[src/rtl/player_state_engine_pkg.sv]
// Shared definitions for the per-player fighting-state engine.
// Holds the state encoding, button bit positions, width defaults and the
// button-priority resolver used when the player is free to start an action.
package player_state_engine_pkg;

   // Width defaults
   localparam int unsigned DefStateDepth       = 3;
   localparam int unsigned DefInputDepth       = 5;
   localparam int unsigned DefSpriteIndexDepth = 4;

   // Button bit positions within player_buttons
   localparam int unsigned BtnForwards  = 0;
   localparam int unsigned BtnBackwards = 1;
   localparam int unsigned BtnGrab      = 2;
   localparam int unsigned BtnBlock     = 3;
   localparam int unsigned BtnKick      = 4;

   typedef enum logic [2:0] {
      StNothing   = 3'd0,
      StForwards  = 3'd1,
      StBackwards = 3'd2,
      StGrab      = 3'd3,
      StBlock     = 3'd4,
      StKick      = 3'd5,
      StWin       = 3'd6,
      StLose      = 3'd7
   } state_e;

   // Button priority: KICK > BLOCK > GRAB > BACKWARDS > FORWARDS, else idle.
   function automatic state_e pick_action(logic [BtnKick:0] btn);
      state_e st;
      st = StNothing;
      if (btn[BtnKick])           st = StKick;
      else if (btn[BtnBlock])     st = StBlock;
      else if (btn[BtnGrab])      st = StGrab;
      else if (btn[BtnBackwards]) st = StBackwards;
      else if (btn[BtnForwards])  st = StForwards;
      return st;
   endfunction

endpackage

[src/rtl/player_input_latch.sv]
// OR-latches button levels and hit-connection pulses between game frames.
// The tick_* outputs present everything seen since the last tick, including
// the current cycle, so an input raised in the tick cycle itself counts.
// All latches clear on a tick; nothing carries over to the following frame.
//
// Ports:
//   sys_clk, reset            clock, synchronous active-high reset
//   frame_tick                one-cycle strobe per game frame
//   player_buttons            button levels
//   player_attack_connected   our hit landed (pulse)
//   opponent_attack_connected opponent hit landed (pulse)
//   tick_buttons              buttons seen this frame
//   tick_player_hit           our hit seen this frame
//   tick_opponent_hit         opponent hit seen this frame
module player_input_latch #(
   parameter int unsigned INPUT_DEPTH = 5
) (
   input  logic                   sys_clk,
   input  logic                   reset,
   input  logic                   frame_tick,
   input  logic [INPUT_DEPTH-1:0] player_buttons,
   input  logic                   player_attack_connected,
   input  logic                   opponent_attack_connected,
   output logic [INPUT_DEPTH-1:0] tick_buttons,
   output logic                   tick_player_hit,
   output logic                   tick_opponent_hit
);

   logic [INPUT_DEPTH-1:0] pending_q, pending_d;
   logic                   p_hit_q, p_hit_d;
   logic                   o_hit_q, o_hit_d;

   always_comb begin
      tick_buttons      = pending_q | player_buttons;
      tick_player_hit   = p_hit_q | player_attack_connected;
      tick_opponent_hit = o_hit_q | opponent_attack_connected;

      pending_d = frame_tick ? '0   : tick_buttons;
      p_hit_d   = frame_tick ? 1'b0 : tick_player_hit;
      o_hit_d   = frame_tick ? 1'b0 : tick_opponent_hit;
   end

   always_ff @(posedge sys_clk) begin
      if (reset) begin
         pending_q <= '0;
         p_hit_q   <= 1'b0;
         o_hit_q   <= 1'b0;
      end else begin
         pending_q <= pending_d;
         p_hit_q   <= p_hit_d;
         o_hit_q   <= o_hit_d;
      end
   end

endmodule

[src/rtl/player_state_engine.sv]
// Per-player fighting-state machine, advanced once per game frame.
// Resolves win/lose, then action priority when actionable, and times each
// action with a frame counter. All outputs are registered and are computed
// from the next state, so they update on the edge that samples frame_tick.
//
// Ports:
//   sys_clk, reset            clock, synchronous active-high reset
//   frame_tick                one-cycle strobe per game frame
//   player_buttons            button levels (FWD, BACK, GRAB, BLOCK, KICK)
//   player_attack_connected   our hit landed (pulse)
//   opponent_attack_connected opponent hit landed (pulse)
//   player_state              current state code
//   frame_count               frames elapsed in current state
//   sprite_index              animation frame
//   actionable                next tick accepts a new action
//   attack_active             kick or grab in its active window
module player_state_engine
   import player_state_engine_pkg::*;
#(
   parameter int unsigned INPUT_DEPTH        = DefInputDepth,
   parameter int unsigned STATE_DEPTH        = DefStateDepth,
   parameter int unsigned SPRITE_INDEX_DEPTH = DefSpriteIndexDepth,
   parameter int unsigned FRAME_CNT_DEPTH    = 5,
   parameter int unsigned ANIM_SHIFT         = 1,
   parameter int unsigned KICK_STARTUP       = 3,
   parameter int unsigned KICK_ACTIVE        = 2,
   parameter int unsigned KICK_RECOVERY      = 5,
   parameter int unsigned GRAB_STARTUP       = 2,
   parameter int unsigned GRAB_ACTIVE        = 1,
   parameter int unsigned GRAB_RECOVERY      = 6,
   parameter int unsigned BLOCK_FRAMES       = 6,
   parameter int unsigned MOVE_FRAMES        = 4
) (
   input  logic                          sys_clk,
   input  logic                          reset,
   input  logic                          frame_tick,
   input  logic [INPUT_DEPTH-1:0]        player_buttons,
   input  logic                          player_attack_connected,
   input  logic                          opponent_attack_connected,
   output logic [STATE_DEPTH-1:0]        player_state,
   output logic [FRAME_CNT_DEPTH-1:0]    frame_count,
   output logic [SPRITE_INDEX_DEPTH-1:0] sprite_index,
   output logic                          actionable,
   output logic                          attack_active
);

   localparam int unsigned FcW        = FRAME_CNT_DEPTH;
   localparam int unsigned KickFrames = KICK_STARTUP + KICK_ACTIVE + KICK_RECOVERY;
   localparam int unsigned GrabFrames = GRAB_STARTUP + GRAB_ACTIVE + GRAB_RECOVERY;
   localparam int unsigned SpriteMax  = (2 ** SPRITE_INDEX_DEPTH) - 1;

   // Last frame of each action; the player may act again on the next tick.
   localparam logic [FcW-1:0] KickLast  = FcW'(KickFrames - 1);
   localparam logic [FcW-1:0] GrabLast  = FcW'(GrabFrames - 1);
   localparam logic [FcW-1:0] BlockLast = FcW'(BLOCK_FRAMES - 1);
   localparam logic [FcW-1:0] MoveLast  = FcW'(MOVE_FRAMES - 1);

   // Active windows, one bit wider so the end bound may equal 2^FcW.
   localparam logic [FcW:0] KickWinLo = (FcW + 1)'(KICK_STARTUP);
   localparam logic [FcW:0] KickWinHi = (FcW + 1)'(KICK_STARTUP + KICK_ACTIVE);
   localparam logic [FcW:0] GrabWinLo = (FcW + 1)'(GRAB_STARTUP);
   localparam logic [FcW:0] GrabWinHi = (FcW + 1)'(GRAB_STARTUP + GRAB_ACTIVE);

   logic [INPUT_DEPTH-1:0] tick_buttons;
   logic                   tick_player_hit;
   logic                   tick_opponent_hit;

   player_input_latch #(
      .INPUT_DEPTH (INPUT_DEPTH)
   ) u_input_latch (
      .sys_clk                   (sys_clk),
      .reset                     (reset),
      .frame_tick                (frame_tick),
      .player_buttons            (player_buttons),
      .player_attack_connected   (player_attack_connected),
      .opponent_attack_connected (opponent_attack_connected),
      .tick_buttons              (tick_buttons),
      .tick_player_hit           (tick_player_hit),
      .tick_opponent_hit         (tick_opponent_hit)
   );

   state_e                        state_q, state_d;
   logic [FcW-1:0]                frame_q, frame_d;
   logic [SPRITE_INDEX_DEPTH-1:0] sprite_q, sprite_d;
   logic                          actionable_q, actionable_d;
   logic                          attack_q, attack_d;

   state_e                        chosen;
   logic [FcW-1:0]                last_frame;
   logic                          is_action;
   logic [FcW-1:0]                anim_step;
   logic [FcW:0]                  frame_ext;

   // Next-state logic
   always_comb begin
      state_d = state_q;
      frame_d = frame_q;
      chosen  = pick_action(tick_buttons[BtnKick:0]);

      if (frame_tick) begin
         if (state_q == StWin || state_q == StLose) begin
            // Terminal until reset; counter parks at its maximum.
            if (frame_q != '1) frame_d = frame_q + 1'b1;
         end else if (tick_player_hit) begin
            state_d = StWin;
            frame_d = '0;
         end else if (tick_opponent_hit) begin
            state_d = StLose;
            frame_d = '0;
         end else if (actionable_q) begin
            state_d = chosen;
            // Idle loop counts up and wraps; any action (re)starts at 0.
            if (chosen == StNothing && state_q == StNothing) frame_d = frame_q + 1'b1;
            else                                             frame_d = '0;
         end else begin
            frame_d = frame_q + 1'b1;
         end
      end
   end

   // Output decode from the next state so outputs can be registered
   always_comb begin
      last_frame = '0;
      is_action  = 1'b1;
      unique case (state_d)
         StKick:                  last_frame = KickLast;
         StGrab:                  last_frame = GrabLast;
         StBlock:                 last_frame = BlockLast;
         StForwards, StBackwards: last_frame = MoveLast;
         default:                 is_action  = 1'b0;
      endcase

      actionable_d = (state_d == StNothing) || (is_action && frame_d == last_frame);

      frame_ext = {1'b0, frame_d};
      attack_d  = ((state_d == StKick) && frame_ext >= KickWinLo && frame_ext < KickWinHi) ||
                  ((state_d == StGrab) && frame_ext >= GrabWinLo && frame_ext < GrabWinHi);

      anim_step = frame_d >> ANIM_SHIFT;
      if (32'(anim_step) > SpriteMax) sprite_d = '1;
      else                            sprite_d = SPRITE_INDEX_DEPTH'(anim_step);
   end

   always_ff @(posedge sys_clk) begin
      if (reset) begin
         state_q      <= StNothing;
         frame_q      <= '0;
         sprite_q     <= '0;
         actionable_q <= 1'b1;
         attack_q     <= 1'b0;
      end else begin
         state_q      <= state_d;
         frame_q      <= frame_d;
         sprite_q     <= sprite_d;
         actionable_q <= actionable_d;
         attack_q     <= attack_d;
      end
   end

   assign player_state  = STATE_DEPTH'(state_q);
   assign frame_count   = frame_q;
   assign sprite_index  = sprite_q;
   assign actionable    = actionable_q;
   assign attack_active = attack_q;

endmodule
[config.mk]
export PLATFORM = sky130hd
export DESIGN_NAME = player_state_engine
export DESIGN_NICKNAME = d
export VERILOG_FILES = /design/src/rtl/player_state_engine_pkg.sv /design/src/rtl/player_input_latch.sv /design/src/rtl/player_state_engine.sv
export SDC_FILE = /design/constraint.sdc
export NUM_CORES = 1
export LEC_CHECK = 0
export ABC_AREA = 1
export ABC_CLOCK_PERIOD_IN_PS = 2500
export CAP_MARGIN = 20
export CORE_MARGIN = 4
export CORE_UTILIZATION = 51
export DETAILED_ROUTE_END_ITERATION = 6
export PLACE_DENSITY_LB_ADDON = 0.12
export SYNTH_ARGS = -nofsm -noshare
export SYNTH_HDL_FRONTEND = slang
export SYNTH_SLANG_ARGS = --single-unit
export TNS_END_PERCENT = 50
[constraint.sdc]
create_clock -name sys_clk -period 2.5 [get_ports sys_clk]
set_input_delay 0.5 -clock sys_clk [delete_from_list [all_inputs] [get_ports sys_clk]]
set_output_delay 0.5 -clock sys_clk [all_outputs]
set_load 0.01 [all_outputs]
==> impl_results.md <==
* Leak Pwr at 0.696 nW
* Outcome: complete, no violations
* Post-synth ARST share at 0
* Setup Buffers After CTS at 0
* RSZ-0062 raised after global routing: false
* Largest net degree at the start of global routing at 11
* Most frequent cells in the layout: nand2_1, nor2_1, clkdlybuf4s50_1
* Final Non-Filler Cells at 232
* Initial DRT Pass Iterations at 5
* Via count at 1148
* Crit path to: actionable$_SDFF_PP1_
* Final worst path period need at 2.16 ns
* Clk Latency, worst-skew pair at 0.30 ns
* Synthesized Nets at 195
* Final instance area at 1490 um2
* Final nets at 218
* Die Y-Extent at 57.2 um
* Die W at 57.2 um
* # rows at 17
* Final setup violation count at 0
* Slew @ Worst Pin at 0.388 ns
* Rel. slew slack at 0.739
* Core Footprint at 2250 um2
* Routability cong. at 0.822
* Syn Inst Count at 182
* Crit share post-route at 0.863
* Register area share after synthesis at 0.276
* FF-to-FF End: actionable$_SDFF_PP1_
* Mapped Avg Cell Area at 6.78 um2
* Antenna diodes at 0
* Hold_buf cts at 0
* First-pass GRT wire length at 4.66 mm
* Longest Clk Path Bufs at 2
* DP Wirelength at 2.28 mm
* Post-synth EDFFs at 0
* Vias per cell at 4.95
* Placed cells at 228
* Synthesized cell area at 1230 um2
* Crit-path cells: ha_1 > nand2_1 > nor2_1 > ha_1 > o21ai_0 > a21oi_2 > nand2_2 > nand2_4 > nand2_1 > nand2_1 > nand2_1 > nor2_1 > nand3_1 > nand2_1
* Setup crit start: frame_count[1]$_SDFF_PP0_
* TritonCTS clock tree: done
* Critical Path Slowest Stage Cell: dfxtp_1
* Total CTS buffers at 3
* FF-to-FF setup slack at 0.34 ns
* Routed length per instance at 12.0 um
* Worst vdd ir at 0.333 mV
* Worst Hold Class: reg2reg
* Initial antenna violation count at 0
* Crit-path max FO at 7
* Commonest non-fill, non-tap cell in the layout: nand2_1
* CTS resizes at 0
* WL final at 2.78 mm
* Most used flip-flop cell after synthesis: dfxtp_1
* Final Skew at 0.00738 ns
* Clock Sinks at 17
* Area growth syn-to-layout at 20.7%
* Synth Warn # at 0
* Layout cells sized above 1 at 0.201
* Pwr dens at 455 nW/um2
* CP max stage delay at 0.45 ns
* Crit path DAT at 2.41 ns
* Clock transition at path regs at 0.11 ns
* Setup crit start kind: flop
* H-tree levels at 1
* Final-report hold violation count at 0
* Critical path endpoint category: flop
* Drt initial violations at 22
* R2r worst-path depth at 14
* Die ar. at 3270 um2
* CP Depth at 14
* Top cells by area, synth: dfxtp_1, nand2_1, nor2_1, inv_1, nand2_2
* Port bufs at 23
* Fin. max-slew vios at 0
* Clk root buf: clkbuf_4
* Dpl cell area at 1460 um2
* Ports at 24
* Family with the most delay on the worst path: simple AND/OR/NAND/NOR gates
* Total GRT Usage at 0.180
* Max_cap viols at 0
* Residual DRC at 0
* Vias in the first global route at 1067
* Critical Path RT at 2.75 ns
* Pwr Total at 0.000677 W
* Count of cell types in the netlist at 30
* Synthesized flop and latch total at 17
* Total negative slack at 0 ns
* Max Fclk at 463 MHz
* Worst R2R Start: frame_count[1]$_SDFF_PP0_
* Fillers at 218
* Cell mode on critical path: nand2_1
* Post-synth top area cell: dfxtp_1
* Initial Utilization at 0.547
* Global route total overflow at 0
* WS Path Type: reg2reg
* Routed Antenna Nets at 0
* WP buf/inv at 0
* Share of the synthesized area in the top cell type at 0.276
-- cells by family (layout without fill, tap and decap cells) --
| group | after synthesis | after routing | synth area share |
|---|---|---|---|
| AND/OR/NAND/NOR | 109 | 109 | 0.460 |
| buffers and inverters | 31 | 53 | 0.114 |
| AO/OA/AOI/OAI | 20 | 20 | 0.105 |
| flip-flops | 17 | 17 | 0.276 |
| adder cells (fa/ha/maj) | 3 | 3 | 0.0304 |
| XOR/XNOR | 2 | 2 | 0.0142 |
-- how the worst min path moves through the flow --
stage	startpoint	endpoint	depth (start not counted)
global placement	u_input_latch.pending_q[0]$_SDFF_PP0_	u_input_latch.pending_q[0]$_SDFF_PP0_	2
CTS	u_input_latch.pending_q[0]$_SDFF_PP0_	u_input_latch.pending_q[0]$_SDFF_PP0_	2
finish	u_input_latch.pending_q[0]$_SDFF_PP0_	u_input_latch.pending_q[0]$_SDFF_PP0_	2
floorplan	u_input_latch.pending_q[0]$_SDFF_PP0_	u_input_latch.pending_q[0]$_SDFF_PP0_	2
detailed placement	u_input_latch.pending_q[0]$_SDFF_PP0_	u_input_latch.pending_q[0]$_SDFF_PP0_	2
global route	u_input_latch.pending_q[0]$_SDFF_PP0_	u_input_latch.pending_q[0]$_SDFF_PP0_	2
-- layer usage --
layer  vias up  routed length, um  global-route usage
li1        605                  -                   -
met1       518               1340               0.228
met2        20               1290               0.289
met3         5                 99              0.0452
met4         0                 50              0.0762
met5         -                  0                   0
-- registers in the layout, summed over array words and instances, names as in the netlist --
signal / flops
frame_count: 5
player_state: 3
u_input_latch.pending_q: 5
u_input_latch.o_hit_q: 1
u_input_latch.p_hit_q: 1
actionable: 1
attack_active: 1
-- tightest hold or removal path, stage by stage (launching register included) --
cell	delay (ns)
dfxtp_1	0.31
inv_1	0.06
a21oi_1	0.06
-- synthesized netlist by cell type (3+ instances only) --
library cell and count:
nor2_2 4, a21oi_1 7, o21ai_0 4, nand2_2 12, ha_1 3, nand2_1 39, nand2_4 3, buf_4 4
nor2_1 27, dfxtp_1 17, nor2_4 4, inv_1 21, inv_2 3, nand3_1 12
-- cell type report --
type | instances | area (um2) | area share
clock buffer | 3 | 22.5 | 0.0151
clock inverter | 1 | 5.00 | 0.00336
inverter | 25 | 95.1 | 0.0639
multi-input combinational | 134 | 753 | 0.506
sequential | 17 | 340 | 0.229
tap | 28 | 35.0 | 0.0235
timing repair buffer | 24 | 238 | 0.160
-- report_power, final --
| group | total (W) | switching (W) | internal, W |
|---|---|---|---|
| Clock | 0.000155 | 0.0000948 | 0.0000597 |
| Combinational | 0.000216 | 0.000124 | 0.0000924 |
| Sequential | 0.000306 | 0.0000189 | 0.000287 |
| Total | 0.000677 | 0.000238 | 0.000439 |
-- per-stage QoR --
stage / setup slack, ns / hold slack (ns) / util
2_1_floorplan: 0.586 / 0.436 / -
3_3_place_gp: 0.212 / 0.446 / 0.648
6_report: 0.342 / 0.476 / 0.660
3_5_place_dp: 0.172 / 0.466 / 0.648
4_1_cts: 0.355 / 0.482 / 0.660
5_1_grt: 0.105 / 0.497 / 0.660
Power figures use the tool's default switching activity.
